**src/rtl/pn_seq_ctrl.sv**
```systemverilog
// -----------------------------------------------------------------------------
// pn_seq_ctrl
//   Sequencer for the sounder PN generator. Picks the feedback mask for a
//   maximal-length LFSR sequence of the requested degree, paces chip strobes
//   with a programmable divider, and counts chips and whole sequences. It runs
//   either a fixed number of sequences or continuously until stopped.
//
// Parameters
//   WIDTH    LFSR register width (must match the LFSR instance; 16 only)
//   DIV_W    width of the chip-rate divider
//   BURST_W  width of the sequence-count request / counter
//
// Ports
//   clk_i          system clock
//   rst_n_i        asynchronous active-low reset
//   start_i        pulse: latch config and begin a run
//   stop_i         pulse: abort the run (wins over start_i)
//   degree_i       PN degree n (2..16), sequence length L = 2^n-1
//   div_i          chip period = div_i+1 clocks
//   nseq_i         sequences to run, 0 = continuous
//   lfsr_ena_o     LFSR enable (low forces LFSR state to 1)
//   lfsr_strobe_o  one-cycle chip advance
//   lfsr_mask_o    LFSR feedback mask
//   sof_o          pulse: current chip is chip 0 of a sequence
//   chip_cnt_o     index of the current chip, 0..L-1
//   busy_o         high in ARM/RUN/DONE
//   done_o         pulse on normal completion
//   cfg_err_o      pulse: start_i with an invalid degree
// -----------------------------------------------------------------------------
module pn_seq_ctrl #(
  parameter int WIDTH   = 16,
  parameter int DIV_W   = 16,
  parameter int BURST_W = 16
) (
  input  logic               clk_i,
  input  logic               rst_n_i,
  input  logic               start_i,
  input  logic               stop_i,
  input  logic [4:0]         degree_i,
  input  logic [DIV_W-1:0]   div_i,
  input  logic [BURST_W-1:0] nseq_i,
  output logic               lfsr_ena_o,
  output logic               lfsr_strobe_o,
  output logic [WIDTH-1:0]   lfsr_mask_o,
  output logic               sof_o,
  output logic [15:0]        chip_cnt_o,
  output logic               busy_o,
  output logic               done_o,
  output logic               cfg_err_o
);

  typedef enum logic [1:0] {
    ST_IDLE = 2'd0,
    ST_ARM  = 2'd1,
    ST_RUN  = 2'd2,
    ST_DONE = 2'd3
  } state_t;

  // Feedback masks for maximal-length sequences, bit i-1 = tap i.
  function automatic logic [WIDTH-1:0] mask_lut(input logic [4:0] n);
    logic [15:0] m;
    case (n)
      5'd2:    m = 16'h0003;
      5'd3:    m = 16'h0006;
      5'd4:    m = 16'h000C;
      5'd5:    m = 16'h0014;
      5'd6:    m = 16'h0030;
      5'd7:    m = 16'h0060;
      5'd8:    m = 16'h00B8;
      5'd9:    m = 16'h0110;
      5'd10:   m = 16'h0240;
      5'd11:   m = 16'h0500;
      5'd12:   m = 16'h0E08;
      5'd13:   m = 16'h1C80;
      5'd14:   m = 16'h3802;
      5'd15:   m = 16'h6000;
      5'd16:   m = 16'hD008;
      default: m = 16'h0000;
    endcase
    return WIDTH'(m);
  endfunction

  state_t             state_q;
  logic [4:0]         deg_q;
  logic [DIV_W-1:0]   div_q;
  logic [BURST_W-1:0] nseq_q;
  logic [DIV_W-1:0]   div_cnt_q;
  logic [BURST_W-1:0] seq_q;
  logic               fin_q;      // final strobe of the run has been issued
  logic               ena_q;
  logic               strobe_q;
  logic [WIDTH-1:0]   mask_q;
  logic               sof_q;
  logic [15:0]        chip_q;
  logic               busy_q;
  logic               done_q;
  logic               cfg_err_q;

  logic               deg_ok_d;
  logic [WIDTH-1:0]   mask_d;
  logic [15:0]        last_chip_d;
  logic               div_hit_d;
  logic               chip_wrap_d;
  logic [BURST_W-1:0] seq_inc_d;
  logic               last_seq_d;

  always_comb begin
    deg_ok_d    = (degree_i >= 5'd2) && (degree_i <= 5'd16);
    mask_d      = mask_lut(degree_i);
    // L-1 = 2^n - 2, computed one bit wider so n=16 does not overflow.
    last_chip_d = 16'((17'd1 << deg_q) - 17'd2);
    div_hit_d   = (div_cnt_q == div_q);
    chip_wrap_d = (chip_q == last_chip_d);
    seq_inc_d   = seq_q + BURST_W'(1);
    last_seq_d  = (nseq_q != '0) && (seq_inc_d == nseq_q);
  end

  always_ff @(posedge clk_i or negedge rst_n_i) begin
    if (!rst_n_i) begin
      state_q   <= ST_IDLE;
      deg_q     <= '0;
      div_q     <= '0;
      nseq_q    <= '0;
      div_cnt_q <= '0;
      seq_q     <= '0;
      fin_q     <= 1'b0;
      ena_q     <= 1'b0;
      strobe_q  <= 1'b0;
      mask_q    <= '0;
      sof_q     <= 1'b0;
      chip_q    <= '0;
      busy_q    <= 1'b0;
      done_q    <= 1'b0;
      cfg_err_q <= 1'b0;
    end else begin
      // Pulse outputs default low every cycle.
      strobe_q  <= 1'b0;
      sof_q     <= 1'b0;
      done_q    <= 1'b0;
      cfg_err_q <= 1'b0;

      case (state_q)
        ST_IDLE: begin
          ena_q <= 1'b0;
          if (start_i && !stop_i) begin
            if (deg_ok_d) begin
              deg_q   <= degree_i;
              div_q   <= div_i;
              nseq_q  <= nseq_i;
              mask_q  <= mask_d;
              busy_q  <= 1'b1;
              state_q <= ST_ARM;
            end else begin
              cfg_err_q <= 1'b1;
            end
          end
        end

        // One cycle with ena low so the LFSR sits at state 1 before RUN.
        ST_ARM: begin
          if (stop_i) begin
            busy_q  <= 1'b0;
            state_q <= ST_IDLE;
          end else begin
            div_cnt_q <= '0;
            chip_q    <= '0;
            seq_q     <= '0;
            fin_q     <= 1'b0;
            ena_q     <= 1'b1;
            sof_q     <= 1'b1;
            state_q   <= ST_RUN;
          end
        end

        ST_RUN: begin
          if (stop_i) begin
            ena_q   <= 1'b0;
            busy_q  <= 1'b0;
            chip_q  <= '0;
            fin_q   <= 1'b0;
            state_q <= ST_IDLE;
          end else if (fin_q) begin
            // Last strobe was on the wire last cycle; finish now.
            ena_q   <= 1'b0;
            done_q  <= 1'b1;
            fin_q   <= 1'b0;
            state_q <= ST_DONE;
          end else begin
            div_cnt_q <= div_hit_d ? '0 : div_cnt_q + DIV_W'(1);
            if (div_hit_d) begin
              strobe_q <= 1'b1;
              if (chip_wrap_d) begin
                chip_q <= '0;
                if (last_seq_d) begin
                  fin_q <= 1'b1;
                end else begin
                  sof_q <= 1'b1;
                  seq_q <= seq_inc_d;
                end
              end else begin
                chip_q <= chip_q + 16'd1;
              end
            end
          end
        end

        ST_DONE: begin
          busy_q  <= 1'b0;
          state_q <= ST_IDLE;
        end

        default: begin
          ena_q   <= 1'b0;
          busy_q  <= 1'b0;
          state_q <= ST_IDLE;
        end
      endcase
    end
  end

  assign lfsr_ena_o    = ena_q;
  assign lfsr_strobe_o = strobe_q;
  assign lfsr_mask_o   = mask_q;
  assign sof_o         = sof_q;
  assign chip_cnt_o    = chip_q;
  assign busy_o        = busy_q;
  assign done_o        = done_q;
  assign cfg_err_o     = cfg_err_q;

endmodule

```
**config.mk**
```make
export PLATFORM = sky130hd
export DESIGN_NAME = pn_seq_ctrl
export DESIGN_NICKNAME = d
export VERILOG_FILES = /design/src/rtl/pn_seq_ctrl.sv
export SDC_FILE = /design/constraint.sdc
export NUM_CORES = 1
export LEC_CHECK = 0
export ABC_AREA = 1
export BUFFER_PORTS_ARGS = -buffer_cell sky130_fd_sc_hd__buf_4
export CAP_MARGIN = 10
export CORE_MARGIN = 1.5
export CORE_UTILIZATION = 54
export CTS_CLUSTER_SIZE = 25
export DETAILED_ROUTE_END_ITERATION = 7
export PLACE_DENSITY = 0.77
export REMOVE_ABC_BUFFERS = 1
export SYNTH_ARGS = -nofsm -noshare
export SYNTH_HDL_FRONTEND = slang
export SYNTH_SLANG_ARGS = --single-unit
```
**constraint.sdc**
```tcl
create_clock -name clk_i -period 2.6 [get_ports clk_i]
set_clock_uncertainty 0.15 [all_clocks]
set_input_delay 0.52 -clock clk_i [delete_from_list [all_inputs] [get_ports clk_i]]
set_output_delay 0.52 -clock clk_i [all_outputs]
set_load 0.02 [all_outputs]
```
* Word level (Yosys, flattened, before mapping)
Memory sizes are Yosys's and may differ from the RTL's. A register that Yosys moved wholly into a read port is not among the register bits. Index checks and enable logic that the tools add are counted.
Storage, ports and cells: bits in registers 94, latch bits 0, memory bits (writable) 0, ROM bits 512, bits of input ports 41, memories kept 1
Cells by class: add/subtract/negate cells 4, $mul 0, div/mod/pow operators 0, order comparisons 2, equality and inequality tests 18, shifts and indexed selects 1, muxes and demuxes 54, bitwise gates (word level) 0, reduce and logical (&&, ||, !) cells 18
Memories:
- (name not given) | depth 32, width 16, read ports 1, clocked after Yosys merged registers in 1, write ports 0, line 62 | case (n)
Operators by type and width (count):
- $mux 16 | 13
- $pmux 16 s2 | 3
- $add 16x1->16 const B | 3
- $eq 16x16->1 | 3
- $mux 1 | 28
- $ne 2x2->1 const B | 8
- $reduce_bool 16->1 | 1
- $shl 1x5->16 const A | 1
- $sub 16x2->16 const B | 1
- $reduce_and 3->1 | 4
- $mux 2 | 5
- $ne 3x3->1 const B | 3
- $pmux 2 s4 | 1
- $reduce_and 4->1 | 2
- $reduce_and 7->1 | 1
- $pmux 1 s3 | 2
- $ge 5x2->1 const B | 1
- $le 5x5->1 const B | 1
- $eq 2x2->1 const B | 2
- $pmux 1 s2 | 2
- $logic_and 1x1->1 | 3
- $reduce_bool 3->1 | 1
- $eq 2x1->1 const B | 1
- $logic_not 1->1 | 2
- other kinds (5) | 5

* Depth between registers and ports, before layout
depth after elaboration 9, depth in mapped cells 20, mapped depth without buffers 19

* Worst setup path after synthesis
Ideal clock, no wire load.
kind reg2reg, from reg deg_q[3], to reg seq_q[9], library setup time 65 ps, arrival 2412 ps, data required time 2385 ps, setup slack -27 ps, stages on the path, launching flop included 20, cells stage by stage dfrtp_1 nor2_2 buf_4 nand2_1 ha_1 xor2_1 nand2_1 nand2_1 nor2_1 nand2_1 nor2_1 nand2_1 nor2_1 nand3_1 nor2_4 nand3_2 nand2_4 buf_6 nand3_1 nand2_1
Between the ends: longest elaborated chain between the ends 5
RTL lines:
- from (decl) | line 84 | logic [4:0] deg_q;
- from (signal assigned) | line 147 | deg_q <= degree_i;
- $shl 1x5->16 | line 111 | last_chip_d = 16'((17'd1 << deg_q) - 17'd2);
- $sub 16x2->16 | line 111
- $eq 16x16->1 | line 113 | chip_wrap_d = (chip_q == last_chip_d);
- $ne 2x2->1 (no line)
- $reduce_and 7->1 (no line)
- to (signal assigned) | line 198 | seq_q <= seq_inc_d;
- to (decl) | line 88 | logic [BURST_W-1:0] seq_q;
No other way between the ends. A chain may end at the register's enable or synchronous reset.

* Final worst setup path
from reg deg_q[1], to reg seq_q[4]
Same word-level chain as after synthesis.

==> flow_metrics.env <==
export IMPL_outcome="finished, final reports clean"
export IMPL_htreeDepth=3
export IMPL_max_freq_ghz=0.390
export IMPL_dr_pass1_iters=5
export IMPL_drcViolationCount=0
export IMPL_setup_violations=0
export IMPL_fin_area_um2=8850
export IMPL_cts_buffer_depth=2
export IMPL_avgSynthCellArea_um2=6.90
export IMPL_worst_setup_path_start_kind="flop"
export IMPL_slew_viol_final=0
export IMPL_rows=41
export IMPL_p_per_area_nw_per_um2=834
export IMPL_grt_pass1_wl_um=31500
export IMPL_r2r_start="deg_q[1]$_DFFE_PN0P_"
export IMPL_worstHoldPathType="in -> async"
export IMPL_end_kind="flop"
export IMPL_syn_area_um2=7150
export IMPL_synthCells=1036
export IMPL_relSlewSlack_pct=58.9
export IMPL_numPortBuffers=78
export IMPL_clkSinkCount=110
export IMPL_maxCapViolCount=0
export IMPL_numCtsBuffers=9
export IMPL_synth_edf_count=0
export IMPL_antenna_found_initial=0
export IMPL_vias=7254
export IMPL_dpl_cell_area_um2=8180
export IMPL_grt_overflow=0
export IMPL_drive_above_1_share_pct=20.1
export IMPL_core_um2=12800
export IMPL_crit_end="seq_q[4]$_DFFE_PN0P_"
export IMPL_grtUsageTotal_pct=27.8
export IMPL_rr_endpoint="seq_q[4]$_DFFE_PN0P_"
export IMPL_ff2ff_setup_slack_ns=0.04
export IMPL_cp_arrival_ns=2.67
export IMPL_path_clk_slew_ns=0.08
export IMPL_cts_tree="yes"
export IMPL_rsz0062_at_grt="true"
export IMPL_place_congestion=0.958
export IMPL_syn2layout_area_growth_pct=23.7
export IMPL_final_nets=1207
export IMPL_crit_start="deg_q[1]$_DFFE_PN0P_"
export IMPL_initial_core_util_pct=56.0
export IMPL_finalCritPeriodShare_pct=98.6
export IMPL_drt_iter0_drc=752
export IMPL_die_h_um=118
export IMPL_die_x_um=118
export IMPL_cts_root_buf="clkbuf_16"
export IMPL_grt_start_max_net_pins=111
export IMPL_synth_cell_types=45
export IMPL_timing_critical_path_fanout_max=8
export IMPL_async_flop_share_pct=100
export IMPL_vdd_drop_max_uv=541
export IMPL_grt_pass1_vias=6571
export IMPL_clk_latency_ns=0.36
export IMPL_ios=79
export IMPL_final_hold_violation_count=0
export IMPL_routed_via_density=5.46
export IMPL_worst_pin_slew_ns=0.617
export IMPL_num_fill_cells=1076
export IMPL_r2r_cells=16
export IMPL_critPathKind="reg -> reg"
export IMPL_post_route_min_period_ns=2.56
export IMPL_n_antenna_cell=0
export IMPL_synth_seq_area_share_pct=38.5
export IMPL_synth_ff_type="dfrtp_1"
export IMPL_dieArea_um2=13900
export IMPL_finalPower_mw=7.38
export IMPL_wl_per_cell_um=14.5
export IMPL_yosys_warnings=0
export IMPL_postRouteAntennaNets=0
export IMPL_drt_wl_total_um=19300
export IMPL_power_leakage_nw=4.26
export IMPL_critPathRequiredTime_ns=2.71
export IMPL_dp_hpwl_um=14100
export IMPL_synth_seq_cells=110
-- worst max-delay path: stages, from the launching register on --
cell and delay [ns]:
dfrtp_1 0.40, buf_6 0.14, nand2_2 0.09, inv_1 0.09, nand3_2 0.12, nand2_1 0.10
nor2_4 0.19, nand2_1 0.11, o21ai_2 0.16, nand3_1 0.10, nor2_1 0.11, nand3_1 0.14
nand2_2 0.13, buf_4 0.12, nand4_4 0.14, nand2_1 0.12, nand2_1 0.05
-- cells in the final DEF (no fill, tap or decap), drive strengths merged, types with 2 or more instances in the layout --
cell     netlist  routed
inv          111     114
o21bai         3       3
a211oi         2       2
dfrtp        110     110
o22ai          5       5
a21oi         14      14
a22o           2       2
nand2        347     348
or2            3       3
nor3          11      11
a2bb2oi        3       3
nor2         131     131
nand4         24      25
and3           4       4
a22oi          2       2
nand3b         3       3
o31ai         17      17
o21ai         45      45
nor4           5       5
xnor2         14      14
nand3        105     105
clkinv         1       4
a31oi          2       2
xor2          26      26
clkbuf        15       9
buf           11     130
ha            13      13
-- how the worst min path moves through the flow --
stage	startpoint	endpoint	slack [ns]
final	rst_n_i	chip_cnt_o[9]$_DFFE_PN0P_	0.04
after global routing	rst_n_i	chip_cnt_o[9]$_DFFE_PN0P_	0.10
after CTS	rst_n_i	deg_q[0]$_DFFE_PN0P_	0.11
after detailed placement	lfsr_mask_o[9]$_DFFE_PN0P_	lfsr_mask_o[9]$_DFFE_PN0P_	0.33
after global placement	lfsr_mask_o[5]$_DFFE_PN0P_	lfsr_mask_o[5]$_DFFE_PN0P_	0.31
after floorplan	rst_n_i	busy_o$_DFFE_PN0P_	0.07
-- metal layers --
layer  vias up  track usage, %  part of all wire [%]
met4         0            9.98                   2.9
met2       258            43.6                    47
met3        51            5.28                   5.8
met1      3354            38.4                    44
li1       3591               -                     -
met5         -               0                     0
-- state kept, by name, indices dropped and copies added (netlist names) --
name / flops
div_q: 16
lfsr_mask_o: 16
lfsr_strobe_o: 1
busy_o: 1
div_cnt_q: 16
cfg_err_o: 1
lfsr_ena_o: 1
sof_o: 1
deg_q: 5
chip_cnt_o: 16
nseq_q: 16
seq_q: 16
done_o: 1
state_q: 2
fin_q: 1
-- what timing repair did --
action,in CTS,in global routing
buffers inserted,2,6
pin swaps,5,18
setup endpoints to repair,13,35
gates resized for setup,12,73
hold endpoints to repair,0,0
cloned,1,1
hold buffers,0,0
-- cell families (layout without fill, tap and decap cells) --
| family | count (synthesis) | in the layout | synth area share, % |
|---|---|---|---|
| adder cells (fa/ha/maj) | 13 | 13 | 2.27 |
| AO/OA/AOI/OAI | 101 | 101 | 8.59 |
| buffers and inverters | 138 | 257 | 7.77 |
| XOR/XNOR | 40 | 40 | 4.90 |
| AND/OR/NAND/NOR | 634 | 636 | 38.0 |
| flip-flops | 110 | 110 | 38.5 |
-- area by class of cell --
cell class,count,area (µm²),area share [%]
inverter,112,428,4.84
multi-input combinational,790,4160,47.0
timing repair buffer,130,1010,11.4
clock buffer,9,225,2.55
sequential,110,2760,31.2
clock inverter,6,56.3,0.636
tap,172,215,2.43
-- cells in the mapped netlist, types with 2 or more instances --
library cell  number  area (µm²)
o22ai_1            5        31.3
nand2_2            3        18.8
buf_4              2        15.0
a22oi_1            2        15.0
nand3_1          102         510
buf_2              6        30.0
nand3_2            3        30.0
nor3_1            10        50.1
a31oi_1            2        12.5
nand2_1          343        1290
a22o_1             2        17.5
nor4_1             5        31.3
nand4_1           23         144
xnor2_1           14         123
clkbuf_1          15        56.3
inv_2              3        11.3
buf_6              3        33.8
ha_1              13         163
nand3b_1           3        22.5
inv_1            108         405
o21bai_1           3        22.5
and3_1             4        25.0
a21oi_1           14        70.1
a2bb2oi_1          3        26.3
a211oi_1           2        15.0
xor2_1            26         228
o31ai_1           17         128
nor2_1           123         462
or2_2              3        18.8
nor2_4             2        22.5
nor2_2             6        37.5
o21ai_1            3        15.0
o21ai_0           42         210
dfrtp_1          110        2750
-- through the flow --
step	utilization, %	cells	TNS, ns	setup slack (ns)	hold slack (ns)
after CTS	66.8	1322	0	0.0137	0.113
after floorplan	-	1010	-47.18	-1.59	0.0744
final	69.3	1329	0	0.0361	0.0380
after detailed placement	64.0	1304	-0.0113	-0.0113	0.328
after global routing	69.3	1329	-2.38	-0.122	0.102
after global placement	64.0	1304	0	0.0577	0.310
-- report_power, final --
part | switching, mW | total (mW) | leakage (nW) | internal [mW]
clock network | 0.687 | 1.35 | 0.139 | 0.664
registers | 0.353 | 2.48 | 1.45 | 2.13
logic | 2.21 | 3.54 | 2.67 | 1.33
No activity file was read; power rests on OpenSTA's default activity.
